==> config.mk <==
export PLATFORM = sky130hd
export DESIGN_NAME = queue_rr_scheduler_flat
export DESIGN_NICKNAME = d
export VERILOG_FILES = /design/src/rtl/queue_rr_scheduler_if.sv /design/src/rtl/queue_rr_scheduler.sv /design/src/flat_wrapper.sv
export SDC_FILE = /design/constraint.sdc
export NUM_CORES = 1
export LEC_CHECK = 0
export ABC_AREA = 0
export ABC_CLOCK_PERIOD_IN_PS = 2300
export CELL_PAD_IN_SITES_DETAIL_PLACEMENT = 1
export CELL_PAD_IN_SITES_GLOBAL_PLACEMENT = 1
export CORE_MARGIN = 5
export CORE_UTILIZATION = 25
export CTS_CLUSTER_SIZE = 40
export DETAILED_ROUTE_END_ITERATION = 12
export GPL_TIMING_DRIVEN = 1
export MAX_ROUTING_LAYER = met4
export PLACE_DENSITY_LB_ADDON = 0.1
export SLEW_MARGIN = 40
export SYNTH_ARGS = -nofsm -noshare
export SYNTH_HDL_FRONTEND = slang
export SYNTH_SLANG_ARGS = --single-unit
==> constraint.sdc <==
create_clock -name clk -period 2.3 [get_ports clk]
set_input_delay 0.23 -clock clk [delete_from_list [all_inputs] [get_ports clk]]
set_output_delay 0.23 -clock clk [all_outputs]
set_load 0.02 [all_outputs]
==> src/rtl/queue_rr_scheduler_if.sv <==
// Handshake bundle between the scheduler, its bank of upstream queue read ports and the single downstream consumer.
// master = scheduler side, slave = queue bank / consumer side.
interface queue_rr_scheduler_if #(
   parameter int BitWidth  = 32,
   parameter int NumQueues = 4
);
   localparam int IdxW = $clog2(NumQueues);

   logic [NumQueues-1:0]          qACK;
   logic [NumQueues-1:0]          qREQ;
   logic [NumQueues*BitWidth-1:0] qDATA;
   logic [NumQueues-1:0]          Enable;
   logic                          dOutACK;
   logic                          dOutREQ;
   logic [BitWidth-1:0]           dOUT;
   logic [IdxW-1:0]               dSRC;
   logic                          Busy;
   logic [IdxW-1:0]               GrantIdx;

   modport master (
      input  qACK, qDATA, Enable, dOutREQ,
      output qREQ, dOutACK, dOUT, dSRC, Busy, GrantIdx
   );

   modport slave (
      output qACK, qDATA, Enable, dOutREQ,
      input  qREQ, dOutACK, dOUT, dSRC, Busy, GrantIdx
   );
endinterface

==> src/rtl/queue_rr_scheduler.sv <==
// Round-robin drain of NumQueues queue read ports into one registered output stage, bursts of up to Quantum words.
// Grant one cycle after a candidate appears, word out one cycle after its pop; pops stall while the output is full and unconsumed.
module queue_rr_scheduler #(
   parameter int BitWidth  = 32,
   parameter int NumQueues = 4,
   parameter int Quantum   = 4
) (
   input  logic                  clk,
   input  logic                  rst,
   queue_rr_scheduler_if.master  bus
);
   localparam int IdxW = $clog2(NumQueues);
   localparam int CntW = (Quantum > 1) ? $clog2(Quantum) : 1;

   typedef enum logic {
      IDLE  = 1'b0,
      GRANT = 1'b1
   } state_e;

   state_e               state_q, state_d;
   logic [IdxW-1:0]      g_q, g_d;
   logic [IdxW-1:0]      last_grant_q, last_grant_d;
   logic [CntW-1:0]      burst_cnt_q, burst_cnt_d;
   logic                 out_valid_q, out_valid_d;
   logic [BitWidth-1:0]  out_data_q, out_data_d;
   logic [IdxW-1:0]      out_src_q, out_src_d;

   logic [NumQueues-1:0] cand;
   logic                 pick_vld;
   logic [IdxW-1:0]      pick_idx;
   logic                 g_live;
   logic                 pop;
   logic                 last_beat;
   logic [BitWidth-1:0]  sel_data;
   logic [NumQueues-1:0] qreq;

   assign cand      = bus.qACK & bus.Enable;
   assign g_live    = bus.qACK[g_q] & bus.Enable[g_q];
   assign last_beat = (burst_cnt_q == CntW'(Quantum - 1));
   assign sel_data  = bus.qDATA[g_q*BitWidth +: BitWidth];

   // Gating with rst keeps queue contents intact while reset is being applied.
   assign pop = (state_q == GRANT) && g_live && (!out_valid_q || bus.dOutREQ) && !rst;

   // First candidate after the last grant, wrapping around.
   always_comb begin
      int unsigned idx;
      pick_vld = 1'b0;
      pick_idx = '0;
      idx      = 0;
      for (int k = 1; k <= NumQueues; k++) begin
         idx = 32'(last_grant_q) + 32'(k);
         if (idx >= NumQueues) begin
            idx = idx - NumQueues;
         end
         if (!pick_vld && cand[IdxW'(idx)]) begin
            pick_vld = 1'b1;
            pick_idx = IdxW'(idx);
         end
      end
   end

   always_comb begin
      state_d      = state_q;
      g_d          = g_q;
      last_grant_d = last_grant_q;
      burst_cnt_d  = burst_cnt_q;

      case (state_q)
         IDLE: begin
            if (pick_vld) begin
               state_d      = GRANT;
               g_d          = pick_idx;
               last_grant_d = pick_idx;
               burst_cnt_d  = '0;
            end
         end
         GRANT: begin
            if (pop) begin
               burst_cnt_d = burst_cnt_q + 1'b1;
            end
            if (!g_live) begin
               state_d = IDLE;
            end else if (pop && last_beat) begin
               state_d = IDLE;
            end
         end
         default: state_d = IDLE;
      endcase
   end

   // A pop and a downstream consume in the same cycle simply reload the stage.
   always_comb begin
      out_valid_d = out_valid_q;
      out_data_d  = out_data_q;
      out_src_d   = out_src_q;
      if (pop) begin
         out_valid_d = 1'b1;
         out_data_d  = sel_data;
         out_src_d   = g_q;
      end else if (bus.dOutREQ && out_valid_q) begin
         out_valid_d = 1'b0;
      end
   end

   always_comb begin
      qreq      = '0;
      qreq[g_q] = pop;
   end

   always_ff @(posedge clk) begin
      if (rst) begin
         state_q      <= IDLE;
         g_q          <= '0;
         last_grant_q <= IdxW'(NumQueues - 1);
         burst_cnt_q  <= '0;
         out_valid_q  <= 1'b0;
         out_data_q   <= '0;
         out_src_q    <= '0;
      end else begin
         state_q      <= state_d;
         g_q          <= g_d;
         last_grant_q <= last_grant_d;
         burst_cnt_q  <= burst_cnt_d;
         out_valid_q  <= out_valid_d;
         out_data_q   <= out_data_d;
         out_src_q    <= out_src_d;
      end
   end

   assign bus.qREQ     = qreq;
   assign bus.dOutACK  = out_valid_q;
   assign bus.dOUT     = out_data_q;
   assign bus.dSRC     = out_src_q;
   assign bus.Busy     = (state_q == GRANT);
   assign bus.GrantIdx = g_q;

endmodule

==> src/flat_wrapper.sv <==
// flat-port wrapper written by rule: the top's interface ports become plain ports
module queue_rr_scheduler_flat 
#(
   parameter int BitWidth  = 32,
   parameter int NumQueues = 4,
   parameter int Quantum   = 4
)
  (clk, rst, bus_qACK, bus_qDATA, bus_Enable, bus_dOutREQ, bus_qREQ, bus_dOutACK, bus_dOUT, bus_dSRC, bus_Busy, bus_GrantIdx);
  queue_rr_scheduler_if #(.BitWidth(BitWidth), .NumQueues(NumQueues)) bus_i ();
  input  logic clk;
  input  logic rst;
  input wire logic [$bits(bus_i.qACK)-1:0] bus_qACK;
  input wire logic [$bits(bus_i.qDATA)-1:0] bus_qDATA;
  input wire logic [$bits(bus_i.Enable)-1:0] bus_Enable;
  input wire logic [$bits(bus_i.dOutREQ)-1:0] bus_dOutREQ;
  output wire logic [$bits(bus_i.qREQ)-1:0] bus_qREQ;
  output wire logic [$bits(bus_i.dOutACK)-1:0] bus_dOutACK;
  output wire logic [$bits(bus_i.dOUT)-1:0] bus_dOUT;
  output wire logic [$bits(bus_i.dSRC)-1:0] bus_dSRC;
  output wire logic [$bits(bus_i.Busy)-1:0] bus_Busy;
  output wire logic [$bits(bus_i.GrantIdx)-1:0] bus_GrantIdx;
  assign bus_i.qACK = bus_qACK;
  assign bus_i.qDATA = bus_qDATA;
  assign bus_i.Enable = bus_Enable;
  assign bus_i.dOutREQ = bus_dOutREQ;
  assign bus_qREQ = bus_i.qREQ;
  assign bus_dOutACK = bus_i.dOutACK;
  assign bus_dOUT = bus_i.dOUT;
  assign bus_dSRC = bus_i.dSRC;
  assign bus_Busy = bus_i.Busy;
  assign bus_GrantIdx = bus_i.GrantIdx;
  queue_rr_scheduler #(.BitWidth(BitWidth), .NumQueues(NumQueues), .Quantum(Quantum)) u_core (.clk(clk), .rst(rst), .bus(bus_i));
endmodule
After elaboration in Yosys (flattened, before gate mapping):

Cells that the tools add are included.

* flip-flop bits (word level): 42
* bits of input ports: 139
* output and inout port bits: 42
* word-level logic and storage cells: 87

* add/subtract/negate cells: 9
* $lt $le $gt $ge: 10
* equality and inequality tests: 3
* shift operators: 1
* multiplexer cells: 35
* bitwise logic cells: 4
* reductions and logical operators: 18

Operators with widths (number)
* $shiftx A128 B8 Y32: 1
* $mux W2: 10
* $mux W1: 16
* $lt A2 B3 Y1 const B: 5
* $bmux W1 S2: 6
* $ge A3 B3 Y1 const B: 3
* $logic_and A1 B1 Y1: 9
* $and A4 B4 Y4: 2
* $sub A2 B1 Y2 const B: 4
* $add A2 B2 Y3 const B: 2
* $logic_not A1 Y1: 5
* $add A2 B3 Y4 const B: 1
* $ge A4 B3 Y1 const B: 1
* $pmux W2 S2: 1
* $reduce_and A2 Y1: 2
* $add A2 B1 Y3 const B: 1
* $add A2 B1 Y2 const B: 1
* $demux W1 S2: 1
* $eq A2 B2 Y1 const B: 1
* $ge A2 B1 Y1 const B: 1
* $ne A2 B1 Y1 const B: 1
* $ne A2 B2 Y1 const B: 1
* $pmux W1 S2: 1
* $reduce_bool A2 Y1: 1
* other kinds (3): 3

Longest topological paths before layout:

Gate-level depths: netlist of the first run.

* depth after elaboration: 17
* mapped depth: 5
* gate-level depth less buffers: 4

Worst setup path after synthesis of the first run:

OpenSTA, ideal clock, no wires.

* path type: register -> output
* start point: register u_core.g_q[0] (netlist: u_core.bus.GrantIdx[0])
* end point: output bus_qREQ[1]
* data arrival time: 2.052 ns
* data required time: 2.070 ns
* path slack: 0.018 ns
* stages on the path, launching flop included: 4
* path buffers: 1
* cells stage by stage: dfxtp_1 > clkbuf_1 > mux4_2 > nor4b_1

* word-level cells in the longest chain between the ends: 7
* elaborated cells on any way between the ends: 14
* classes of those cells: order compare (2); mux (6); bitwise (2); reduce/logical (4)

RTL lines
* start, declared: line queue_rr_scheduler.sv:21 `logic [IdxW-1:0] g_q, g_d;`
* start signal, assigned: line queue_rr_scheduler.sv:122 `g_q <= g_d;`
* parallel branches: the longest is 6 deep, another holds $lt A2 B3 Y1
* $and A4 B4 Y4 (no line) *
* end, declared: line flat_wrapper.sv:16 `output wire logic [$bits(bus_i.qREQ)-1:0] bus_qREQ;`

Mark *: on every way between the ends. The select of a mux whose other input is x is not followed.

Final worst setup path of the first run:

* start point: input bus_Enable[0]
* end point: output bus_qREQ[3]

* word-level cells in the longest chain between the ends: 7

RTL lines
* start, declared: line flat_wrapper.sv:14 `input wire logic [$bits(bus_i.Enable)-1:0] bus_Enable;`
* $bmux W1 S2: line queue_rr_scheduler.sv:38 `assign g_live = bus.qACK[g_q] & bus.Enable[g_q];`
* $mux W1 (implied by the code): line queue_rr_scheduler.sv:38
* $and A1 B1 Y1: line queue_rr_scheduler.sv:38
* $logic_and A1 B1 Y1 (3 in a row): line queue_rr_scheduler.sv:43 `assign pop = (state_q == GRANT) && g_live && (!out_valid_q || bus.dOutREQ) && !rst;`
* $and A4 B4 Y4 (no line)

No other way between the ends. The select of a mux whose other input is x is not followed.

==> results.toml, run 1 <==
[cells_and_area]
fin_cells = 509
final_common_cell = "clkdlybuf4s50_1"
drive_gt1_share_pct = 18.9
final_cell_area_sq_um = 4530
final_cell_mix = "clkdlybuf4s50_1, dfxtp_1, mux4_2"
fin_util_pct = 48.5
final_net_count = 519
diodes = 0
area_growth_pct = 88.2

[logic_synthesis]
synth_edf_count = 0
synth_top_cell_area_share_pct = 34.9
syn-instance-count = 189
synth_area_per_cell_sq_um = 12.7
async_reset_ff_share_pct = 0
synth_cell_types = 39
synth_area_leader_cell = "dfxtp_1"
netlist_area_sq_um = 2410
ys_ff_latch = 42
synth_area_leaders = "dfxtp_1, mux4_2, a22o_1, a21oi_1, and2_4"
synthFlopType = "dfxtp_1"
yosysWarningCount = 0
synth_nets = 329
seq_area_frac_synth_pct = 34.9

[clock_tree]
cts_tree = "built"
clk_pin_slew_ns = 0.08
cts_setup_buffers = 0
cts_sinks = 42
cts_buffers = 5
clock_latency_ns = 0.29
cts_max_level = 2
cts-root-buf = "clkbuf_8"
postCtsHoldBufs = 0
clock_tree.buffer_depth = 2

[routing]
wl_per_cell_um = 19.8
vias_per_cell = 4.80
wirelength_mm = 10.1
vias = 2443
firstDrtPassIters = 4
first_iter_violations = 56
drc_errors = 0
final_antenna_net_count = 0

[timing]
timing.final.max_slew_violations = 0
rsz0062_at_grt = "false"
setup_viol = 0
tns_ns = 0
finalCritPeriodShare_pct = 95.8
period_needed_ns = 2.20
tightest_slew_ns = 0.605
hold_viol_final = 0
relSlewSlack_pct = 58.6
skew_ns = 0.00743
max_freq_ghz = 0.454

[placed_design]
placed_area_sq_um = 4430
dp_cells = 501
place.detailed.hpwl_mm = 8.23
port_buffers = 180
gp_congestion = 0.799

[worst_setup_path]
start_kind = "input port"
worstPathArrival_ns = 1.97
r2r_cells = 4
cp-end-kind = "output pin"
cp_max_fo = 5
cp.required_ns = 2.07
critical_path_class = "input port to output pin"

[global_routing]
grt_util_all_layers_pct = 17.0
antenna_found_initial = 0
grt_pass1_wl_mm = 15.0
grt_start_max_net_pins = 34
grt_pass1_vias = 2736
overflow = 0

[power_and_ir_drop]
p_sw_share_pct = 27.0
p_sw_mw = 0.592
power.internal_mw = 1.60
clockPowerShare_pct = 26.5
p_leak_nw = 1.61
powerDensity_nw_per_um2 = 484
peakVddDrop_mv = 0.330
pwr-share-comb_pct = 37.0
p_seq_share_pct = 36.5

[die]
rows = 35
dieArea_sq_um = 11700
die_w_um = 108
initial_core_util_pct = 25.8
ios = 181
core_sq_um = 9330
die_height_um = 108

[run_status]
status = "completed"

[run]
drv_cap = 0

[min_path]
holdCritPathClass = "register to register"
holdPathStages = 1
-- routing by layer --
layer	up-vias	GRT usage [%]	share of wire, %
li1	1161	-	-
met1	1200	19.1	40
met2	78	31.7	53
met4	0	2.34	0.63
met3	4	3.76	7.0
met5	-	-	0
-- worst max-delay path: stages --
cell             delay (ns)
clkdlybuf4s50_1        0.49
nand2_1                0.08
mux4_2                 0.55
nor2_4                 0.14
and3_1                 0.16
clkdlybuf4s15_1        0.32
-- cells by family (layout without fill, tap and decap cells) --
| logic type | count (synthesis) | count (layout) | synth area share [%] |
|---|---|---|---|
| multiplexers | 35 | 35 | 32.3 |
| adder cells (fa/ha/maj) | 1 | 1 | 0.520 |
| flip-flops | 42 | 42 | 34.9 |
| AO/OA/AOI/OAI | 59 | 59 | 19.2 |
| buffers and inverters | 17 | 208 | 4.37 |
| AND/OR/NAND/NOR | 35 | 35 | 8.63 |
-- power groups by stage --
stage / Sequential [mW] / Combinational, mW / Clock, mW
after global placement: 0.815 / 0.817 / 0
after global routing: 0.807 / 0.870 / 0.633
after floorplan: 0.851 / 0.372 / 0
final: 0.800 / 0.811 / 0.579
after CTS: 0.800 / 0.826 / 0.610
after detailed placement: 0.817 / 0.822 / 0
-- final cells by class --
| type | count | area, sq um |
|---|---|---|
| repair buffers | 200 | 1950 |
| well taps | 129 | 161 |
| multi-input cells | 130 | 1460 |
| clock buffers | 6 | 72.6 |
| fillers | 1030 | 4800 |
| flip-flops and latches | 42 | 843 |
| clock inverters | 2 | 37.5 |
-- Yosys cell counts (2+ instances only) --
| cell | number |
|---|---|
| a211oi_1 | 2 |
| a21oi_1 | 9 |
| a22o_1 | 32 |
| a22oi_1 | 2 |
| and2_4 | 4 |
| buf_2 | 3 |
| buf_4 | 4 |
| buf_6 | 3 |
| clkbuf_1 | 6 |
| dfxtp_1 | 42 |
| mux4_2 | 34 |
| nand2_1 | 7 |
| nand3_1 | 6 |
| nand3b_1 | 3 |
| nor2_1 | 3 |
| nor3_1 | 2 |
| nor4b_1 | 2 |
| o21ai_0 | 3 |
| o21ai_1 | 2 |
-- registers in the layout, summed over array words and instances (netlist names) --
register,flops
u_core.bus.dOutACK,1
u_core.bus.dSRC,2
u_core.bus.dOUT,32
u_core.last_grant_q,2
u_core.bus.Busy,1
u_core.bus.GrantIdx,2
u_core.burst_cnt_q,2
-- through the flow --
stage / power (mW) / setup slack, ns / hold slack [ns]
2_1_floorplan: 1.22 / 0.0180 / 0.472
3_3_place_gp: 1.63 / -0.239 / 0.459
3_5_place_dp: 1.64 / -0.296 / 0.457
4_1_cts: 2.24 / 0.00254 / 0.482
5_1_grt: 2.31 / 0.00984 / 0.494
6_report: 2.19 / 0.0960 / 0.477
-- path summary, 6_finish.rpt --
kind | startpoint | end | slack, ns
hold / removal | u_core.bus.dSRC[1]$_SDFFE_PP0P_ | u_core.bus.dSRC[1]$_SDFFE_PP0P_ | 0.48
hold reg to reg | u_core.bus.dSRC[1]$_SDFFE_PP0P_ | u_core.bus.dSRC[1]$_SDFFE_PP0P_ | 0.48
setup reg to reg | u_core.bus.GrantIdx[0]$_SDFFE_PP0P_ | u_core.bus.dOUT[6]$_SDFFE_PP0P_ | 0.26
setup / recovery | bus_Enable[0] | bus_qREQ[3] | 0.1
-- repair_timing --
item / in CTS / in global routing
gates resized for setup: 5 / 8
pin swaps: 0 / 0
setup endpoints to repair: 4 / 4
Power figures use the tool's default switching activity.
==> run 2: changes to the inputs <==
--- a/config.mk
+++ b/config.mk
@@ -20,3 +20,4 @@
 export SYNTH_ARGS = -nofsm -noshare
 export SYNTH_HDL_FRONTEND = slang
 export SYNTH_SLANG_ARGS = --single-unit
+export TNS_END_PERCENT = 20
==> results.toml, run 2 (same netlist as run 1, synthesis figures left out) <==
[cells_and_area]
fillers = 1030
largest_register_ffs = 32
diodes = 0
final_cell_mix = "clkdlybuf4s50_1, dfxtp_1, mux4_2"
area_growth_pct = 88.4
final_net_count = 519
drive_gt1_share_pct = 18.7
fin_cells = 509
final_cell_area_sq_um = 4530
final_common_cell = "clkdlybuf4s50_1"
fin_util_pct = 48.6

[placed_design]
gp_congestion = 0.799
dp_cells = 501
dp_slack_ns = -0.296
placed_area_sq_um = 4430
port_buffers = 180
place.detailed.hpwl_mm = 8.23

[clock_tree]
cts_tree = "built"
clock_latency_ns = 0.29
cts_buffers = 5
cts_sinks = 42
cts_setup_buffers = 0
clk_pin_slew_ns = 0.08
cts_max_level = 2
cts-root-buf = "clkbuf_8"
postCtsHoldBufs = 0
clock_tree.buffer_depth = 2

[power_and_ir_drop]
fin_total_pwr_mw = 2.19
powerDensity_nw_per_um2 = 483
p_leak_nw = 1.62
peakVddDrop_mv = 0.330

[routing]
vias_per_cell = 4.80
vias = 2443
firstDrtPassIters = 4
first_iter_violations = 56
final_antenna_net_count = 0
drc_errors = 0
wl_per_cell_um = 19.8
wirelength_mm = 10.1

[global_routing]
grt_start_max_net_pins = 34
antenna_found_initial = 0
grt_pass1_vias = 2736
overflow = 0
grt_util_all_layers_pct = 17.0
grt_pass1_wl_mm = 15.0

[worst_setup_path]
start_kind = "input port"
cp.required_ns = 2.07
setup.worst_path.start = "bus_Enable[0]"
cp-end-kind = "output pin"
worstPathArrival_ns = 1.99
max_stage_delay_ns = 0.55
path_delay_family = "buffers and inverters"
crit_path_cell_trace = "clkdlybuf4s50_1 > nand2_1 > mux4_2 > nor4b_1 > dlygate4sd1_1"
cp_max_fo = 5
rr_startpoint = "u_core.bus.GrantIdx[0]$_SDFFE_PP0P_"
critPathBufInv = 2
cpMaxStageDelayCell = "mux4_2"
critical_path_class = "input port to output pin"

[timing]
finalCritPeriodShare_pct = 96.6
worst_slack_ns = 0.0778
timing.final.max_slew_violations = 0
setup_viol = 0
holdWs_ns = 0.477
max_freq_ghz = 0.450
rsz0062_at_grt = "true"
relSlewSlack_pct = 58.6
period_needed_ns = 2.22
tns_ns = 0
hold_viol_final = 0
tightest_slew_ns = 0.605
skew_ns = 0.00748

[min_path]
holdCritPathClass = "register to register"
min_from = "u_core.bus.dSRC[1]$_SDFFE_PP0P_"

[run_status]
status = "completed"

[die]
dieArea_sq_um = 11700
ios = 181
rows = 35
initial_core_util_pct = 25.8
core_sq_um = 9330
die_height_um = 108
die_w_um = 108

[run]
drv_cap = 0
run 2: cell types whose count changed in the layout (fill, tap and decap cells not counted):
cell and change:
clkbuf_2 -1, dlygate4sd2_1 +1
run 2: worst paths after layout:
path | to | slack, ns | depth (start not counted)
worst max-delay path | bus_qREQ[1] | 0.08 | 5
worst max register to register | u_core.bus.dOUT[6]$_SDFFE_PP0P_ | 0.26 | 4
worst min register to register | u_core.bus.dSRC[1]$_SDFFE_PP0P_ | 0.48 | 1
worst min-delay path | u_core.bus.dSRC[1]$_SDFFE_PP0P_ | 0.48 | 1
run 2: cell type report:
class	instances	area (sq um)	area share, %
tap	129	161	3.56
timing repair buffer	200	1960	43.2
clock inverter	2	37.5	0.828
sequential	42	843	18.6
clock buffer	6	72.6	1.60
multi-input combinational	130	1460	32.2
run 2: repair_timing:
action,4_1_cts,5_1_grt
pin swaps,0,0
gates cloned,0,0
gates resized for setup,5,5
setup endpoints to repair,4,4
endpoints found under the hold margin,0,0
run 2: power by group:
group	internal, mW	switching, mW
clock	0.324	0.255
sequential	0.768	0.0316
combinational	0.506	0.305
total	1.60	0.591
run 2: routing by layer:
| layer | vias to the layer above | global-route usage, % | routed length, um |
|---|---|---|---|
| met1 | 1200 | 19.1 | 3990 |
| li1 | 1161 | - | - |
| met2 | 78 | 31.7 | 5310 |
| met3 | 4 | 3.76 | 693 |
| met5 | - | - | 0 |
| met4 | 0 | 2.34 | 63 |
run 2: worst register-to-register path: cells and delay by family, from the launching register on:
family	cells	cell delay (ns)
flip-flops	1	0.35
AO/OA/AOI/OAI	1	0.20
multiplexers	1	0.59
buffers and inverters	2	0.80
==> run 3: changes to the inputs <==
--- a/config.mk
+++ b/config.mk
@@ -16,6 +16,7 @@
 export GPL_TIMING_DRIVEN = 1
 export MAX_ROUTING_LAYER = met4
 export PLACE_DENSITY_LB_ADDON = 0.1
+export SKIP_LAST_GASP = 1
 export SLEW_MARGIN = 40
 export SYNTH_ARGS = -nofsm -noshare
 export SYNTH_HDL_FRONTEND = slang
==> results.toml, run 3 (same netlist as run 1, synthesis figures left out) <==
[global_routing]
busiest_layer = "met2"
antenna_found_initial = 0
grt_pass1_wl_mm = 15.0
overflow = 0
grt_start_max_net_pins = 34
grt_util_all_layers_pct = 17.1
grt_pass1_vias = 2736
grtUsageMet2_pct = 31.7
use_met1_pct = 19.2
use_met3_pct = 3.76

[timing]
timing.final.max_slew_violations = 0
hold_viol_final = 0
period_needed_ns = 2.51
holdWs_ns = 0.476
tns_ns = -0.205
finalCritPeriodShare_pct = 109
relSlewSlack_pct = 58.6
setup_viol = 1
max_freq_ghz = 0.399
tightest_slew_ns = 0.605
rsz0062_at_grt = "true"
skew_ns = 0.00802
worst_slack_ns = -0.205

[cells_and_area]
final_cell_mix = "clkdlybuf4s50_1, dfxtp_1, mux4_2"
area_growth_pct = 88.7
fin_util_pct = 48.7
final_common_cell = "clkdlybuf4s50_1"
final_cell_area_sq_um = 4540
diodes = 0
final_net_count = 519
drive_gt1_share_pct = 18.4
fin_cells = 509
largest_register_ffs = 32

[routing]
final_antenna_net_count = 0
vias_per_cell = 4.80
drc_errors = 0
firstDrtPassIters = 4
wl_per_cell_um = 19.8
vias = 2441
wirelength_mm = 10.1
first_iter_violations = 54

[die]
core_sq_um = 9330
die_height_um = 108
ios = 181
rows = 35
initial_core_util_pct = 25.8
die_w_um = 108
dieArea_sq_um = 11700

[worst_setup_path]
critical_path_class = "input port to output pin"
max_stage_delay_ns = 0.62
cp-end-kind = "output pin"
cpMaxStageDelayCell = "clkdlybuf4s50_1"
worstPathArrival_ns = 2.28
critPathBufInv = 2
start_kind = "input port"
cpMostUsedCell = "clkdlybuf4s50_1"
path_delay_family = "buffers and inverters"
cp.required_ns = 2.07
crit_path_cell_trace = "clkdlybuf4s50_1 > nand2_1 > mux4_2 > nor2_4 > and3_1 > clkdlybuf4s50_1"
cp_max_fo = 5

[run]
drv_cap = 0

[min_path]
holdCritPathClass = "register to register"

[run_status]
violations = "setup timing"
status = "finished with violations"

[placed_design]
placed_area_sq_um = 4430
place.detailed.hpwl_mm = 8.23
gp_congestion = 0.799
dp_cells = 501
port_buffers = 180

[clock_tree]
cts-root-buf = "clkbuf_8"
cts_tree = "built"
cts_max_level = 2
cts_buffers = 5
clk_pin_slew_ns = 0.08
clock_tree.buffer_depth = 2
clock_latency_ns = 0.29
cts_sinks = 42

[power_and_ir_drop]
p_leak_nw = 1.63
peakVddDrop_mv = 0.330
powerDensity_nw_per_um2 = 482
## run 3: metal layers
layer | up-vias | share of wire, % | routed length [um]
met4 | 0 | 0.63 | 63
li1 | 1161 | - | -
met2 | 78 | 53 | 5310
met5 | - | 0 | 0
met1 | 1198 | 40 | 3980
met3 | 4 | 7.0 | 704
## run 3: area by class of cell
| cell class | instances | area [sq um] |
|---|---|---|
| Sequential cell | 42 | 843 |
| Clock buffer | 6 | 72.6 |
| Clock inverter | 2 | 37.5 |
| Multi-Input combinational cell | 130 | 1460 |
| Timing Repair Buffer | 200 | 1960 |
| Tap cell | 129 | 161 |
| Fill cell | 1028 | 4790 |
## run 3: path summary, 6_finish.rpt
path	cells after the start	slack, ns	to	startpoint
setup / recovery	6	-0.21	bus_qREQ[3]	bus_Enable[0]
hold / removal	1	0.48	u_core.bus.dSRC[1]$_SDFFE_PP0P_	u_core.bus.dSRC[1]$_SDFFE_PP0P_
setup reg to reg	4	0.26	u_core.bus.dOUT[6]$_SDFFE_PP0P_	u_core.bus.GrantIdx[0]$_SDFFE_PP0P_
hold reg to reg	1	0.48	u_core.bus.dSRC[1]$_SDFFE_PP0P_	u_core.bus.dSRC[1]$_SDFFE_PP0P_
## run 3: power breakdown
part,total (mW),leakage (nW),switching (mW),internal (mW)
sequential,0.800,0.342,0.0316,0.768
combinational,0.811,1.24,0.305,0.506
clock,0.579,0.0514,0.255,0.324
total,2.19,1.63,0.591,1.60
## run 3: repair_timing
item | CTS | global route
hold buffers | 0 | 0
resized for setup | 2 | 1
endpoints found under the setup margin | 4 | 4
buffers inserted | 0 | 0
## run 3: through the flow
| stage | worst slack, ns | total power, mW |
|---|---|---|
| 2_1_floorplan | 0.0180 | 1.22 |
| 3_3_place_gp | -0.239 | 1.63 |
| 3_5_place_dp | -0.296 | 1.64 |
| 4_1_cts | -0.238 | 2.24 |
| 5_1_grt | -0.282 | 2.31 |
| 6_report | -0.205 | 2.19 |
